==> src/rtl/cpu_pkg.sv <==
// ---------------------------------------------------------------------------
// cpu_pkg
// Shared constants and types for the RV32M multiply/divide unit.
//   RV_XLEN         : default operand/result width
//   OPCODE_OP       : major opcode of register-register ALU ops
//   FUNCT7_MULDIV   : funct7 selecting the M extension inside OPCODE_OP
//   MULDIV_*        : funct3 encodings of the eight M-extension ops
//   muldiv_state_e  : control state of the iterative unit
// ---------------------------------------------------------------------------
package cpu_pkg;

    localparam int RV_XLEN = 32;

    localparam logic [6:0] OPCODE_OP     = 7'b0110011;
    localparam logic [6:0] FUNCT7_MULDIV = 7'b0000001;

    localparam logic [2:0] MULDIV_MUL    = 3'b000;
    localparam logic [2:0] MULDIV_MULH   = 3'b001;
    localparam logic [2:0] MULDIV_MULHSU = 3'b010;
    localparam logic [2:0] MULDIV_MULHU  = 3'b011;
    localparam logic [2:0] MULDIV_DIV    = 3'b100;
    localparam logic [2:0] MULDIV_DIVU   = 3'b101;
    localparam logic [2:0] MULDIV_REM    = 3'b110;
    localparam logic [2:0] MULDIV_REMU   = 3'b111;

    typedef enum logic [1:0] {
        IDLE = 2'd0,
        CALC = 2'd1,
        DONE = 2'd2
    } muldiv_state_e;

    // rs1 is interpreted as two's complement for these ops
    function automatic logic rs1_is_signed(input logic [2:0] f3);
        return (f3 == MULDIV_MULH) || (f3 == MULDIV_MULHSU) ||
               (f3 == MULDIV_DIV)  || (f3 == MULDIV_REM);
    endfunction

    // rs2 is interpreted as two's complement for these ops
    function automatic logic rs2_is_signed(input logic [2:0] f3);
        return (f3 == MULDIV_MULH) || (f3 == MULDIV_DIV) || (f3 == MULDIV_REM);
    endfunction

endpackage

==> src/rtl/muldiv_unit_if.sv <==
// ---------------------------------------------------------------------------
// muldiv_unit_if
// Request/response bundle between the EX stage and the multiply/divide unit.
//   start  : request (master -> slave)
//   kill   : pipeline flush, aborts the operation (master -> slave)
//   funct3 : RV32M operation select (master -> slave)
//   rs1    : operand A, dividend/multiplicand (master -> slave)
//   rs2    : operand B, divisor/multiplier (master -> slave)
//   busy   : operation in progress, stalls IF/ID/EX (slave -> master)
//   ready  : one-cycle result-valid pulse (slave -> master)
//   result : held result register (slave -> master)
// ---------------------------------------------------------------------------
interface muldiv_unit_if #(
    parameter int XLEN = cpu_pkg::RV_XLEN
);
    logic            start;
    logic            kill;
    logic [2:0]      funct3;
    logic [XLEN-1:0] rs1;
    logic [XLEN-1:0] rs2;
    logic            busy;
    logic            ready;
    logic [XLEN-1:0] result;

    modport master (
        output start, kill, funct3, rs1, rs2,
        input  busy, ready, result
    );

    modport slave (
        input  start, kill, funct3, rs1, rs2,
        output busy, ready, result
    );
endinterface

==> src/rtl/muldiv_divstep.sv <==
// ---------------------------------------------------------------------------
// muldiv_divstep
// One combinational restoring-division step on unsigned magnitudes.
//   rem      : current partial remainder (always < divisor)
//   dvd_msb  : next dividend bit shifted into the remainder
//   divisor  : unsigned divisor (non-zero)
//   rem_next : partial remainder after the trial subtraction
//   q_bit    : quotient bit produced by this step
// ---------------------------------------------------------------------------
module muldiv_divstep #(
    parameter int XLEN = cpu_pkg::RV_XLEN
) (
    input  logic [XLEN-1:0] rem,
    input  logic            dvd_msb,
    input  logic [XLEN-1:0] divisor,
    output logic [XLEN-1:0] rem_next,
    output logic            q_bit
);
    // The shifted remainder can reach 2*divisor-1, so it needs one extra bit.
    logic [XLEN:0] partial;

    assign partial = {rem, dvd_msb};
    assign q_bit   = (partial >= {1'b0, divisor});
    // When the subtraction succeeds the difference is < divisor, so the
    // modulo-2^XLEN subtraction on the low bits is exact.
    assign rem_next = q_bit ? (partial[XLEN-1:0] - divisor) : partial[XLEN-1:0];

endmodule

==> src/rtl/muldiv_unit.sv <==
// ---------------------------------------------------------------------------
// muldiv_unit
// Iterative RV32M multiply/divide unit for the EX stage.
// Multiply: sign-magnitude shift-add, one multiplier bit per cycle.
// Divide  : restoring division on magnitudes, one quotient bit per cycle.
// Divide-by-zero and signed overflow finish in one cycle without CALC.
// Ports:
//   clk : rising-edge clock
//   rst : synchronous active-high reset
//   bus : muldiv_unit_if.slave (start/kill/funct3/rs1/rs2 in,
//         busy/ready/result out)
// Build option:
//   MULDIV_FAST_MUL_EN : when defined, multiplies use a single-cycle
//                        2*XLEN product and skip CALC; divides unchanged.
// ---------------------------------------------------------------------------
module muldiv_unit #(
    parameter int XLEN  = cpu_pkg::RV_XLEN,
    parameter int CNT_W = $clog2(XLEN) + 1
) (
    input  logic           clk,
    input  logic           rst,
    muldiv_unit_if.slave   bus
);
    import cpu_pkg::*;

    // Control
    muldiv_state_e    state;
    logic [CNT_W-1:0] cnt;
    logic             busy_q;
    logic             ready_q;
    logic [XLEN-1:0]  result_q;

    // Datapath (captured at start, no reset needed)
    logic [2:0]        op;
    logic              neg_q;      // negate product / quotient
    logic              neg_r;      // negate remainder
    logic [2*XLEN-1:0] acc;
    logic [2*XLEN-1:0] mcand;
    logic [XLEN-1:0]   mplr;
    logic [XLEN-1:0]   rem;
    logic [XLEN-1:0]   dvd;
    logic [XLEN-1:0]   dsr;

    // Operand decode at the request
    logic            a_neg, b_neg;
    logic [XLEN-1:0] a_abs, b_abs;
    logic            div_zero, div_ovf, div_special;
    logic [XLEN-1:0] special_res;
    logic            accept;

    assign a_neg = rs1_is_signed(bus.funct3) & bus.rs1[XLEN-1];
    assign b_neg = rs2_is_signed(bus.funct3) & bus.rs2[XLEN-1];
    assign a_abs = a_neg ? -bus.rs1 : bus.rs1;
    assign b_abs = b_neg ? -bus.rs2 : bus.rs2;

    assign div_zero = bus.funct3[2] && (bus.rs2 == '0);
    assign div_ovf  = bus.funct3[2] && rs1_is_signed(bus.funct3) &&
                      (bus.rs1 == {1'b1, {(XLEN-1){1'b0}}}) && (bus.rs2 == '1);
    assign div_special = div_zero || div_ovf;
    // funct3[1] selects remainder among the divide ops
    assign special_res = div_zero ? (bus.funct3[1] ? bus.rs1 : '1)
                                  : (bus.funct3[1] ? '0 : bus.rs1);

    assign accept = (state == IDLE) && bus.start && !bus.kill;

`ifdef MULDIV_FAST_MUL_EN
    // Sign-extending to 2*XLEN makes an unsigned multiply yield the
    // correct signed/unsigned product in the low 2*XLEN bits.
    logic [2*XLEN-1:0] fast_a, fast_b, fast_prod;
    logic [XLEN-1:0]   fast_res;

    assign fast_a    = {{XLEN{a_neg}}, bus.rs1};
    assign fast_b    = {{XLEN{b_neg}}, bus.rs2};
    assign fast_prod = fast_a * fast_b;
    assign fast_res  = (bus.funct3 == MULDIV_MUL) ? fast_prod[XLEN-1:0]
                                                  : fast_prod[2*XLEN-1:XLEN];
`endif

    // Per-cycle iteration
    logic [2*XLEN-1:0] acc_step;
    logic [XLEN-1:0]   rem_step;
    logic [XLEN-1:0]   dvd_step;
    logic              q_step;

    assign acc_step = acc + (mplr[0] ? mcand : '0);

    muldiv_divstep #(.XLEN(XLEN)) u_divstep (
        .rem      (rem),
        .dvd_msb  (dvd[XLEN-1]),
        .divisor  (dsr),
        .rem_next (rem_step),
        .q_bit    (q_step)
    );

    // Quotient bits enter at the LSB as dividend bits leave at the MSB.
    assign dvd_step = {dvd[XLEN-2:0], q_step};

    // Final result, valid on the last CALC cycle
    logic [2*XLEN-1:0] prod;
    logic [XLEN-1:0]   quo, rmd, calc_res;

    assign prod = neg_q ? -acc_step : acc_step;
    assign quo  = neg_q ? -dvd_step : dvd_step;
    assign rmd  = neg_r ? -rem_step : rem_step;

    always_comb begin
        calc_res = '0;
        if (op[2])
            calc_res = op[1] ? rmd : quo;
        else if (op == MULDIV_MUL)
            calc_res = prod[XLEN-1:0];
        else
            calc_res = prod[2*XLEN-1:XLEN];
    end

    // Control FSM: busy/ready are registered alongside the state
    always_ff @(posedge clk) begin
        if (rst) begin
            state    <= IDLE;
            cnt      <= '0;
            busy_q   <= 1'b0;
            ready_q  <= 1'b0;
            result_q <= '0;
        end else if (bus.kill) begin
            state   <= IDLE;
            cnt     <= '0;
            busy_q  <= 1'b0;
            ready_q <= 1'b0;
        end else begin
            case (state)
                IDLE: begin
                    ready_q <= 1'b0;
                    busy_q  <= 1'b0;
                    if (bus.start) begin
                        cnt <= CNT_W'(XLEN);
                        if (div_special) begin
                            result_q <= special_res;
                            ready_q  <= 1'b1;
                            state    <= DONE;
                        end
`ifdef MULDIV_FAST_MUL_EN
                        else if (!bus.funct3[2]) begin
                            result_q <= fast_res;
                            ready_q  <= 1'b1;
                            state    <= DONE;
                        end
`endif
                        else begin
                            busy_q <= 1'b1;
                            state  <= CALC;
                        end
                    end
                end
                CALC: begin
                    cnt <= cnt - CNT_W'(1);
                    if (cnt == CNT_W'(1)) begin
                        result_q <= calc_res;
                        busy_q   <= 1'b0;
                        ready_q  <= 1'b1;
                        state    <= DONE;
                    end
                end
                DONE: begin
                    ready_q <= 1'b0;
                    state   <= IDLE;
                end
                default: begin
                    busy_q  <= 1'b0;
                    ready_q <= 1'b0;
                    state   <= IDLE;
                end
            endcase
        end
    end

    // Datapath: load magnitudes on accept, shift one step per CALC cycle
    always_ff @(posedge clk) begin
        if (accept) begin
            op    <= bus.funct3;
            neg_q <= a_neg ^ b_neg;
            neg_r <= a_neg;
            acc   <= '0;
            mcand <= {{XLEN{1'b0}}, a_abs};
            mplr  <= b_abs;
            rem   <= '0;
            dvd   <= a_abs;
            dsr   <= b_abs;
        end else if (state == CALC) begin
            acc   <= acc_step;
            mcand <= mcand << 1;
            mplr  <= mplr >> 1;
            rem   <= rem_step;
            dvd   <= dvd_step;
        end
    end

    assign bus.busy   = busy_q;
    assign bus.ready  = ready_q;
    assign bus.result = result_q;

endmodule

==> src/flat_wrapper.sv <==
// flat-port wrapper written by rule: the top's interface ports become plain ports
module muldiv_unit_flat import cpu_pkg::*;
#(
    parameter int XLEN  = cpu_pkg::RV_XLEN,
    parameter int CNT_W = $clog2(XLEN) + 1
)
  (clk, rst, bus_start, bus_kill, bus_funct3, bus_rs1, bus_rs2, bus_busy, bus_ready, bus_result);
  muldiv_unit_if #(.XLEN(XLEN)) bus_i ();
  input  logic clk;
  input  logic rst;
  input wire logic [$bits(bus_i.start)-1:0] bus_start;
  input wire logic [$bits(bus_i.kill)-1:0] bus_kill;
  input wire logic [$bits(bus_i.funct3)-1:0] bus_funct3;
  input wire logic [$bits(bus_i.rs1)-1:0] bus_rs1;
  input wire logic [$bits(bus_i.rs2)-1:0] bus_rs2;
  output wire logic [$bits(bus_i.busy)-1:0] bus_busy;
  output wire logic [$bits(bus_i.ready)-1:0] bus_ready;
  output wire logic [$bits(bus_i.result)-1:0] bus_result;
  assign bus_i.start = bus_start;
  assign bus_i.kill = bus_kill;
  assign bus_i.funct3 = bus_funct3;
  assign bus_i.rs1 = bus_rs1;
  assign bus_i.rs2 = bus_rs2;
  assign bus_busy = bus_i.busy;
  assign bus_ready = bus_i.ready;
  assign bus_result = bus_i.result;
  muldiv_unit #(.XLEN(XLEN), .CNT_W(CNT_W)) u_core (.clk(clk), .rst(rst), .bus(bus_i));
endmodule
==> config.mk <==
export PLATFORM = sky130hd
export DESIGN_NAME = muldiv_unit_flat
export DESIGN_NICKNAME = d
export VERILOG_FILES = /design/src/rtl/cpu_pkg.sv /design/src/rtl/muldiv_unit_if.sv /design/src/rtl/muldiv_divstep.sv /design/src/rtl/muldiv_unit.sv /design/src/flat_wrapper.sv
export SDC_FILE = /design/constraint.sdc
export NUM_CORES = 1
export LEC_CHECK = 0
export CAP_MARGIN = 15
export CELL_PAD_IN_SITES_DETAIL_PLACEMENT = 1
export CELL_PAD_IN_SITES_GLOBAL_PLACEMENT = 1
export CORE_MARGIN = 2
export CORE_UTILIZATION = 47
export DETAILED_ROUTE_END_ITERATION = 10
export PLACE_DENSITY_LB_ADDON = 0.2
export SLEW_MARGIN = 0
export SYNTH_ARGS = -nofsm -noshare
export SYNTH_HDL_FRONTEND = slang
export SYNTH_SLANG_ARGS = --single-unit
export TNS_END_PERCENT = 10
==> constraint.sdc <==
create_clock -name clk -period 5.8 [get_ports clk]
set_input_delay 1.16 -clock clk [delete_from_list [all_inputs] [get_ports clk]]
set_output_delay 1.16 -clock clk [all_outputs]
set_load 0.01 [all_outputs]
# Word level (Yosys, flattened, before mapping)
# Cells that the tools add are included.
# totals
wordCells	101
out_inout_bits	34
inputBits	71
ff_bits	303
# classes
eq_ne	12
magnitude_cmp	1
add_sub_neg	8
n_reduce_logical	23
bitwise	5
n_mux	37
# op_table
cell	count
2-to-1 mux 32 bit	20
2-to-1 mux 64 bit	2
negation 32 bit	4
adder 64 bit	1
equality test 32 bit (second input constant)	2
negation 64 bit	1
case mux 32 bit (2 select lines)	1
greater-or-equal comparator 33 x 32 -> 1 bit	1
zero test 32 bit	1
subtractor 32 bit	1
case mux 6 bit (2 select lines)	1
equality test 3 bit (second input constant)	2
equality test 6 x 1 -> 1 bit (second input constant)	1
logical AND 1 bit	6
logical OR 1 bit	6
2-to-1 mux 1 bit	6
2-to-1 mux 2 bit	3
2-to-1 mux 6 bit	1
AND reduction 2 bit	3
subtractor 6 x 1 -> 6 bit (second input constant)	1
AND reduction 5 bit	1
!= test 2 x 1 -> 1 bit (second input constant)	2
case mux 2 bit (2 select lines)	1
nonzero test 2 bit	2
other kinds (14)	16

# Longest topological paths before layout
# Gate-level depths: netlist of run 1.
# logic_depth
depth_word	11
mapped_depth	23
depth_no_buf	18

# Cells and area by module
# A second synthesis of run 1 with hierarchy kept.
# unflattened
cells_unflattened	3183
area_unflattened_um2	24613.6
# by_module_without_submodules
module	area_each_um2	seq_area_each_um2	cells_each	n_inst
muldiv_unit	22282.6	7397.1	2860	1
muldiv_divstep	2331.0	0.0	323	1

# Worst setup path after synthesis of run 1
# Ideal clock, no wire load.
# synth_path
path_type	flip-flop to flip-flop
startpoint	register u_core.dsr[6]
endpoint	register u_core.result_q[28] (netlist: u_core.bus.result[28])
stages_incl_launch_ff	23
setup_ns	0.120
t_required_ns	5.680
t_arrival_ns	5.032
path_buffers	5
period_less_slack_ns	5.151
path_slack_ns	0.649
cell_sequence	edfxtp_1 > inv_1 > ha_1 > clkbuf_1 > a21oi_1 > o21ai_0 > nor3b_1 > o311ai_1 > nand3_1 > clkbuf_1 > buf_2 > buf_1 > mux2i_1 > ha_1 > clkbuf_1 > inv_1 > or3_1 > o31ai_1 > nand2_1 > nor4b_1 > o211ai_1 > a41o_1 > o31a_1
# synth_via
elab_chain_cells	8
elab_cells_between_ends	11
classes_between	3 x add/sub; 1 x order compare; 7 x mux
# synth_rtl
item	line	text
start, declared	muldiv_unit.sv:42	logic [XLEN-1:0] dsr;
start signal, assigned	muldiv_unit.sv:187	dsr <= b_abs;
subtractor 32 bit or greater-or-equal comparator 33 x 32 -> 1 bit (tied branches)	muldiv_divstep.sv:26, muldiv_divstep.sv:23	
2-to-1 mux 32 bit	muldiv_divstep.sv:26	assign rem_next = q_bit ? (partial[XLEN-1:0] - divisor) : partial[XLEN-1:0];
negation 32 bit	muldiv_unit.sv:104	assign rmd = neg_r ? -rem_step : rem_step;
2-to-1 mux 32 bit	muldiv_unit.sv:104	
2-to-1 mux 32 bit *	muldiv_unit.sv:109	calc_res = op[1] ? rmd : quo;
2-to-1 mux 32 bit *	muldiv_unit.sv:108	if (op[2])
2-to-1 mux 32 bit *	muldiv_unit.sv:156	if (cnt == CNT_W'(1)) begin
case mux 32 bit (2 select lines) *	muldiv_unit.sv:130	case (state)
end signal, assigned	muldiv_unit.sv:137	result_q <= special_res;
end signal, assigned	muldiv_unit.sv:157	result_q <= calc_res;
end, declared	muldiv_unit.sv:31	logic [XLEN-1:0] result_q;
# Every way passes the cells marked *; elsewhere a longest branch is shown, timed or not. The select of a mux whose other input is x is not followed.
# A chain may end at the register's enable or synchronous reset.

# Worst setup path after layout of run 1
# layout_path
startpoint	register u_core.mplr[0]
endpoint	register u_core.result_q[6] (netlist: u_core.bus.result[6])
# layout_via
elab_chain_cells	8
# layout_rtl
item	line	text
start, declared	muldiv_unit.sv:39	logic [XLEN-1:0] mplr;
start signal, assigned	muldiv_unit.sv:184	mplr <= b_abs;
start signal, assigned	muldiv_unit.sv:191	mplr <= mplr >> 1;
2-to-1 mux 64 bit *	muldiv_unit.sv:85	assign acc_step = acc + (mplr[0] ? mcand : '0);
adder 64 bit *	muldiv_unit.sv:85	
negation 64 bit	muldiv_unit.sv:102	assign prod = neg_q ? -acc_step : acc_step;
2-to-1 mux 64 bit *	muldiv_unit.sv:102	
2-to-1 mux 32 bit *	muldiv_unit.sv:110	else if (op == MULDIV_MUL)
2-to-1 mux 32 bit *	muldiv_unit.sv:108	
2-to-1 mux 32 bit *	muldiv_unit.sv:156	
case mux 32 bit (2 select lines) *	muldiv_unit.sv:130	
# Marks and branches as above.

==> results of run 1 <==
worst min-delay path by stage:
stage | startpoint | to | slack [ns] | depth (start not counted)
detailed placement | u_core.acc[30]$_SDFFE_PP0P_ | u_core.acc[30]$_SDFFE_PP0P_ | 0.45 | 2
finish | u_core.mcand[47]$_SDFFE_PP0P_ | u_core.mcand[48]$_SDFFE_PP0P_ | 0.47 | 2
CTS | u_core.acc[30]$_SDFFE_PP0P_ | u_core.acc[30]$_SDFFE_PP0P_ | 0.47 | 2
global route | u_core.acc[7]$_SDFFE_PP0P_ | u_core.acc[7]$_SDFFE_PP0P_ | 0.49 | 2
global placement | u_core.acc[23]$_SDFFE_PP0P_ | u_core.acc[23]$_SDFFE_PP0P_ | 0.45 | 2
floorplan | u_core.acc[10]$_SDFFE_PP0P_ | u_core.acc[10]$_SDFFE_PP0P_ | 0.43 | 2
routing by layer:
layer  up-vias  track usage, %  wire [microns]
li1      12600               -               -
met1     14000            50.2           46000
met2      1431            68.8           55000
met3       388            5.44            8810
met4         2            25.3            8460
met5         -               0              13
final cells by class:
cell class              instances  area [sq um]
multi-input cells            2769         17100
clock inverters                25           363
repair buffers                203          1840
diodes                          3          7.51
fillers                      6627         24800
well taps                     696           871
inverters                      90           345
clock buffers                  49          1090
flip-flops and latches        303          7400
placed cells by master (no fill, tap or decap), drive strengths merged, types with 13 or more instances in the layout:
| cell type | instances |
|---|---|
| inv | 93 |
| nand3 | 147 |
| o31ai | 52 |
| xnor2 | 97 |
| a21o | 53 |
| and2 | 91 |
| and4 | 13 |
| nor3 | 93 |
| and3 | 34 |
| a311oi | 14 |
| ha | 103 |
| nand4 | 63 |
| nor2 | 254 |
| mux2i | 39 |
| edfxtp | 133 |
| nand2 | 463 |
| a22o | 16 |
| clkdlybuf4s50 | 104 |
| o21ai | 307 |
| or2 | 19 |
| nor4 | 40 |
| buf | 99 |
| or4 | 27 |
| nand2b | 25 |
| o41ai | 16 |
| a31oi | 35 |
| a211oi | 39 |
| dfxtp | 170 |
| o21a | 88 |
| or3 | 50 |
| a21oi | 227 |
| o211ai | 44 |
| clkbuf | 49 |
| xor2 | 76 |
| nor2b | 15 |
| o221ai | 15 |
kinds of logic after synthesis:
| kind of cell | count (synthesis) | share of synthesized area [%] |
|---|---|---|
| multiplexers | 47 | 1.88 |
| adder cells (fa/ha/maj) | 111 | 5.44 |
| XOR/XNOR | 173 | 5.93 |
| buffers and inverters | 285 | 4.28 |
| AND/OR/NAND/NOR | 1371 | 26.1 |
| AO/OA/AOI/OAI | 1067 | 27.4 |
| flip-flops | 303 | 29.0 |
worst min-delay path: stages (launching register included):
cell and delay (ns):
dfxtp_1 0.32, nand2_1 0.05, o21ai_0 0.06
metrics by stage:
stage	std cells	total power (W)	area [sq um]	worst slack (ns)	hold slack, ns
after global placement	4059	0.00609	27500	0.160	0.446
after detailed placement	4061	0.00621	27500	0.0594	0.454
after CTS	4135	0.00904	29000	0.0307	0.467
after global routing	4137	0.00945	29000	0.0152	0.486
after floorplan	3357	0.00487	25500	0.649	0.432
final	4138	0.00916	29000	0.184	0.467
timing repair:
action / CTS / global route
setup endpoints to repair: 0 / 19
resized for setup: 0 / 2
hold endpoints to repair: 0 / 0
flip-flops by register name, summed over array words and instances, names as in the netlist:
register and cells:
u_core.mcand 64, u_core.cnt 6, u_core.op 3, u_core.dvd 32, u_core.acc 64, u_core.bus.result 32
u_core.neg_q 1, u_core.mplr 32, u_core.dsr 32, u_core.neg_r 1, u_core.rem 32, u_core.bus.ready 1
u_core.state 2, u_core.bus.busy 1
power by group through the flow:
stage | Clock [W] | Combinational [W] | Sequential [W]
floorplan | 0 | 0.00229 | 0.00258
global placement | 0 | 0.00345 | 0.00264
detailed placement | 0 | 0.00356 | 0.00266
CTS | 0.00282 | 0.00360 | 0.00262
global route | 0.00288 | 0.00392 | 0.00264
finish | 0.00281 | 0.00372 | 0.00263
==> flow_metrics.tcl, run 1 <==
set metrics [dict create \
    synth_cells 3357 \
    root_buffer "clkbuf_16" \
    nNetsFinal 3583 \
    synth_top_area_cell "edfxtp_1" \
    wirelength_mm 118 \
    synth-async-reset-ratio_pct 0 \
    drt_first_pass_iters 8 \
    crit_type "flip-flop to flip-flop" \
    ys_ff_latch 303 \
    die_x_microns 237 \
    min_period_over_period_pct 96.8 \
    start_kind "flip-flop" \
    grt_pass1_wl_mm 176 \
    ys.flop_type "dfxtp_1" \
    cts_made_buffers 40 \
    cts_sinks 303 \
    gp_congestion 1.04 \
    fin_worst_skew_ns 0.0290 \
    core_area_sq_um 53800 \
    cpMostUsedCell "buf_4" \
    ir_worst_vdd_mv 0.381 \
    crit_slowest_cell "or4_4" \
    initial_core_util_pct 47.4 \
    slew_violations 0 \
    syn_area_per_cell_sq_um 7.61 \
    wl_per_cell_microns 28.6 \
    seq_power_share_pct 28.7 \
    gr-usage-all-layers_pct 41.1 \
    gr-total-overflow 0 \
    vias 28400 \
    p_clk_share_pct 30.7 \
    p_sw_share_pct 41.2 \
    die_y_microns 237 \
    worst_pin_slew_ns 1.19 \
    synth-edff-count 133 \
    io_pins 105 \
    hold_viol 0 \
    r2r-start "u_core.mplr[0]$_DFFE_PP_" \
    io_buffers 104 \
    yosysWarnings 0 \
    drive_above_1_share_pct 6.54 \
    antenna_found_initial 6 \
    setup_viol 0 \
    relSlewSlack_pct 19.9 \
    rsz0062_at_grt "no" \
    drtIter0Drc 2876 \
    rows 85 \
    grt_max_degree 100 \
    syn-num-nets 3533 \
    cp_max_fo 64 \
    yosysSeqAreaShare_pct 29.0 \
    grt_pass1_vias 28300 \
    ant_nets 0 \
    post-dp-hpwl_mm 92.1 \
    cap_violations 0 \
    cts_setup_buffers 0 \
    r2r-end "u_core.bus.result[6]$_SDFFE_PP0P_" \
    reg2regPathDepth 17 \
    clockBufferDepth 3 \
    cpPeakStageDelay_ns 0.60 \
    endpoint "u_core.bus.result[6]$_SDFFE_PP0P_" \
    power_frac_comb_pct 40.6 \
    viasPerCell 6.87 \
    end_kind "flip-flop" \
    yosys-top-cells-count "nand2_1 (463), o21ai_0 (282), nor2_1 (254)" \
    synth.top_cell.area_share_pct 15.6 \
    synth.cell_area_sq_um 25500 \
    intPower_w 0.00539 \
    setup_tns_ns 0 \
    cp.depth 17 \
    power_density_nw_per_um2 316 \
    p_sw_w 0.00377 \
    clock_latency_ns 0.59 \
    crit_required_ns 6.33 \
    synth_most_common_cell "nand2_1" \
    fmax_mhz 178 \
    ff2ff_setup_slack_ns 0.18 \
    holdBufCountCts 0 \
    dieArea_sq_um 56200 \
    netlist_top_cells_area "edfxtp_1 (16%), dfxtp_1 (13%), nand2_1 (6.8%)" \
    cp_cell_sequence "buf_12, and2_1, ha_1, nand2_1, nor3_1, o211ai_1, buf_4, a21oi_1, a311oi_1, buf_4, or3_4, or4_4, nor3_4, nand3_2, and3_1, o31ai_1, a32o_1" \
    clk_pin_slew_ns 0.06 \
    min_period_ns 5.62 \
    hp-class "flip-flop to flip-flop" \
    synth_cell_type_count 95 \
    power_leakage_nw 10.9 \
    critical_path.top_delay_family "simple AND/OR/NAND/NOR gates" \
    syn2layout_area_growth_pct 13.6 \
    final_util_pct 53.9 \
    drc 0 \
    status "completed" \
    crit_start "u_core.mplr[0]$_DFFE_PP_" \
    cts_tree "yes" \
    worst_ep_arrival_time_ns 6.15 \
    critical_path_buf_inv_count 3 \
    h-tree-depth 2 \
]
Power figures use the tool's default switching activity.
==> run 2: changes to the inputs <==
- ABC_AREA: unset -> 1
- CORE_UTILIZATION: 47 -> 44
- SETUP_SLACK_MARGIN: unset -> 0.05
==> flow_metrics.tcl, run 2 <==
set metrics [dict create \
    insertedDiodeCount 0 \
    cpPeakStageDelay_ns 0.52 \
    holdBufCountCts 0 \
    fmax_mhz 207 \
    syn_area_per_cell_sq_um 5.85 \
    cts_setup_buffers 0 \
    dieArea_sq_um 64400 \
    die_x_microns 254 \
    slew_violations 0 \
    p_sw_w 0.00442 \
    h-tree-depth 2 \
    syn-num-nets 4863 \
    crit_slowest_cell "a21oi_1" \
    p_sw_share_pct 46.1 \
    cts_tree "yes" \
    wl_per_cell_microns 21.6 \
    hold_viol 0 \
    ys_ff_latch 303 \
    netlist_top_cells_area "nand2_1 (22%), edfxtp_1 (15%), dfxtp_1 (12%)" \
    worst_ep_arrival_time_ns 5.35 \
    setup_viol 0 \
    synth_most_common_cell "nand2_1" \
    core_area_sq_um 61700 \
    layout_commonest_cell "nand2_1" \
    ant_nets 0 \
    grt_max_degree 111 \
    syn2layout_area_growth_pct 11.6 \
    synth-async-reset-ratio_pct 0 \
    start_kind "flip-flop" \
    relSlewSlack_pct 27.9 \
    clockBufferDepth 3 \
    vias 31400 \
    synth-edff-count 133 \
    synth_top_area_cell "nand2_1" \
    ys.flop_type "dfxtp_1" \
    power_density_nw_per_um2 313 \
    mostFrequentLayoutCells "nand2_1 (1623), inv_1 (753), nor2_1 (417), nand3_1 (358), o21ai_0 (314)" \
    gr-usage-all-layers_pct 37.3 \
    cp_max_fo 63 \
    drive_above_1_share_pct 5.01 \
    cap_violations 0 \
    post-dp-hpwl_mm 97.2 \
    power_leakage_nw 15.8 \
    crit_required_ns 6.31 \
    status "completed" \
    cts_sinks 303 \
    power_w 0.00958 \
    fin_worst_skew_ns 0.0297 \
    setup_tns_ns 0 \
    worst_pin_slew_ns 1.07 \
    min_period_ns 4.84 \
    grt_pass1_wl_mm 183 \
    initial_core_util_pct 44.5 \
    wirelength_mm 121 \
    drc 0 \
    ir_worst_vdd_mv 0.221 \
    root_buffer "clkbuf_16" \
    layout.cells.non_filler 5607 \
    min_period_over_period_pct 83.5 \
    clk_pin_slew_ns 0.06 \
    rsz0062_at_grt "no" \
    synth_cell_type_count 57 \
    cp_cell_sequence "buf_12, nand2_1, inv_1, ha_1, a21oi_1, o21ai_0, a21oi_1, nand2_1, a21oi_1, nand3_1, nand2_1, nand2_1, nor2_1, inv_1, nor2_1, nand3_1, nand3_1, nand3_1, nand2_1, nand3_1, a21oi_1" \
    synth.top_cell.area_share_pct 22.2 \
    hp-class "flip-flop to flip-flop" \
    synth.cell_area_sq_um 27400 \
    synth_cells 4687 \
    cts_resized 0 \
    yosysSeqAreaShare_pct 27.0 \
    yosys-top-cells-count "nand2_1 (1624), inv_1 (755), nor2_1 (419)" \
    seq_power_share_pct 27.4 \
    drtIter0Drc 3012 \
    gp_congestion 1.01 \
    grt_pass1_vias 30500 \
    placed_cells 5533 \
    clock_latency_ns 0.61 \
    crit_type "flip-flop to flip-flop" \
    io_buffers 104 \
    viasPerCell 5.61 \
    rows 91 \
    end_kind "flip-flop" \
    drt_first_pass_iters 5 \
    largest_registers "u_core.acc x64, u_core.mcand x64" \
    die_y_microns 254 \
    io_pins 105 \
    nNetsFinal 4914 \
    power_frac_comb_pct 45.0 \
    intPower_w 0.00516 \
    p_clk_share_pct 27.6 \
    holdWs_ns 0.467 \
    yosysWarnings 0 \
    cts_made_buffers 40 \
    antenna_found_initial 8 \
    gr-total-overflow 0 \
]
==> run 2: changes by cell type in the layout (fill, tap and decap cells not counted), sizes merged, moves of 51 or more <==
cell,previous run,this run
nand3,147,364
nand2,463,1680
o21a,88,2
o31ai,52,1
xnor2,97,12
and2,91,3
inv,93,769
nor2,254,456
buf,99,29
==> run 2: worst paths after layout <==
path	start	to	slack (ns)	depth (start not counted)
hold reg to reg	u_core.acc[5]$_SDFFE_PP0P_	u_core.acc[5]$_SDFFE_PP0P_	0.47	2
setup / recovery	u_core.mplr[0]$_DFFE_PP_	u_core.bus.result[23]$_SDFFE_PP0P_	0.96	21
hold / removal	u_core.acc[5]$_SDFFE_PP0P_	u_core.acc[5]$_SDFFE_PP0P_	0.47	2
setup reg to reg	u_core.mplr[0]$_DFFE_PP_	u_core.bus.result[23]$_SDFFE_PP0P_	0.96	21
==> run 2: stage by stage <==
| step | util (%) | setup WS (ns) | area, sq um |
|---|---|---|---|
| 2_1_floorplan | - | 0.800 | 27400 |
| 3_3_place_gp | 47.4 | 0.748 | 29300 |
| 3_5_place_dp | 47.4 | 0.563 | 29300 |
| 5_1_grt | 49.6 | 0.601 | 30600 |
| 4_1_cts | 49.6 | 1.09 | 30600 |
| 6_report | 49.6 | 0.960 | 30600 |
==> run 2: worst max-delay path: cells and delay by family, from the launching register on <==
family | cells | cell delay, ns
AOI/OAI and AO/OA | 5 | 1.79
adders and majority gates | 1 | 0.36
and+or+nand+nor | 12 | 1.65
buffers and inverters | 3 | 0.49
DFF | 1 | 0.40
==> run 2: routing by layer <==
layer | vias to the layer above | routed length, microns | global-route usage [%]
met5 | - | 37 | 0
met4 | 6 | 3080 | 9.46
met3 | 148 | 14400 | 12.9
met2 | 1245 | 47200 | 52.3
met1 | 15100 | 56600 | 54.0
li1 | 15000 | - | -
==> run 2: kinds of logic (layout without fill, tap and decap cells) <==
group                      after synthesis  in the layout  synth area share [%]
and+or+nand+nor                       2648           2648                  40.5
buffers and inverters                  899            982                  12.6
AOI/OAI and AO/OA                      678            678                  13.4
DFF                                    303            303                  27.0
adders and majority gates              105            105                  4.84
xor gates and xnor gates                54             54                  1.72
==> run 2: cell type report <==
type,count,area (sq um)
fill,8764,31100
multi-input combinational,3485,16600
sequential,303,7400
inverter,775,2920
timing repair buffer,133,1280
clock buffer,57,1170
tap,837,1050
clock inverter,17,198
==> run 2: power groups by stage <==
stage | Combinational (W) | Clock, W | Sequential (W)
CTS | 0.00419 | 0.00265 | 0.00262
global route | 0.00473 | 0.00273 | 0.00264
global placement | 0.00405 | 0 | 0.00265
detailed placement | 0.00414 | 0 | 0.00266
floorplan | 0.00289 | 0 | 0.00260
finish | 0.00431 | 0.00264 | 0.00263
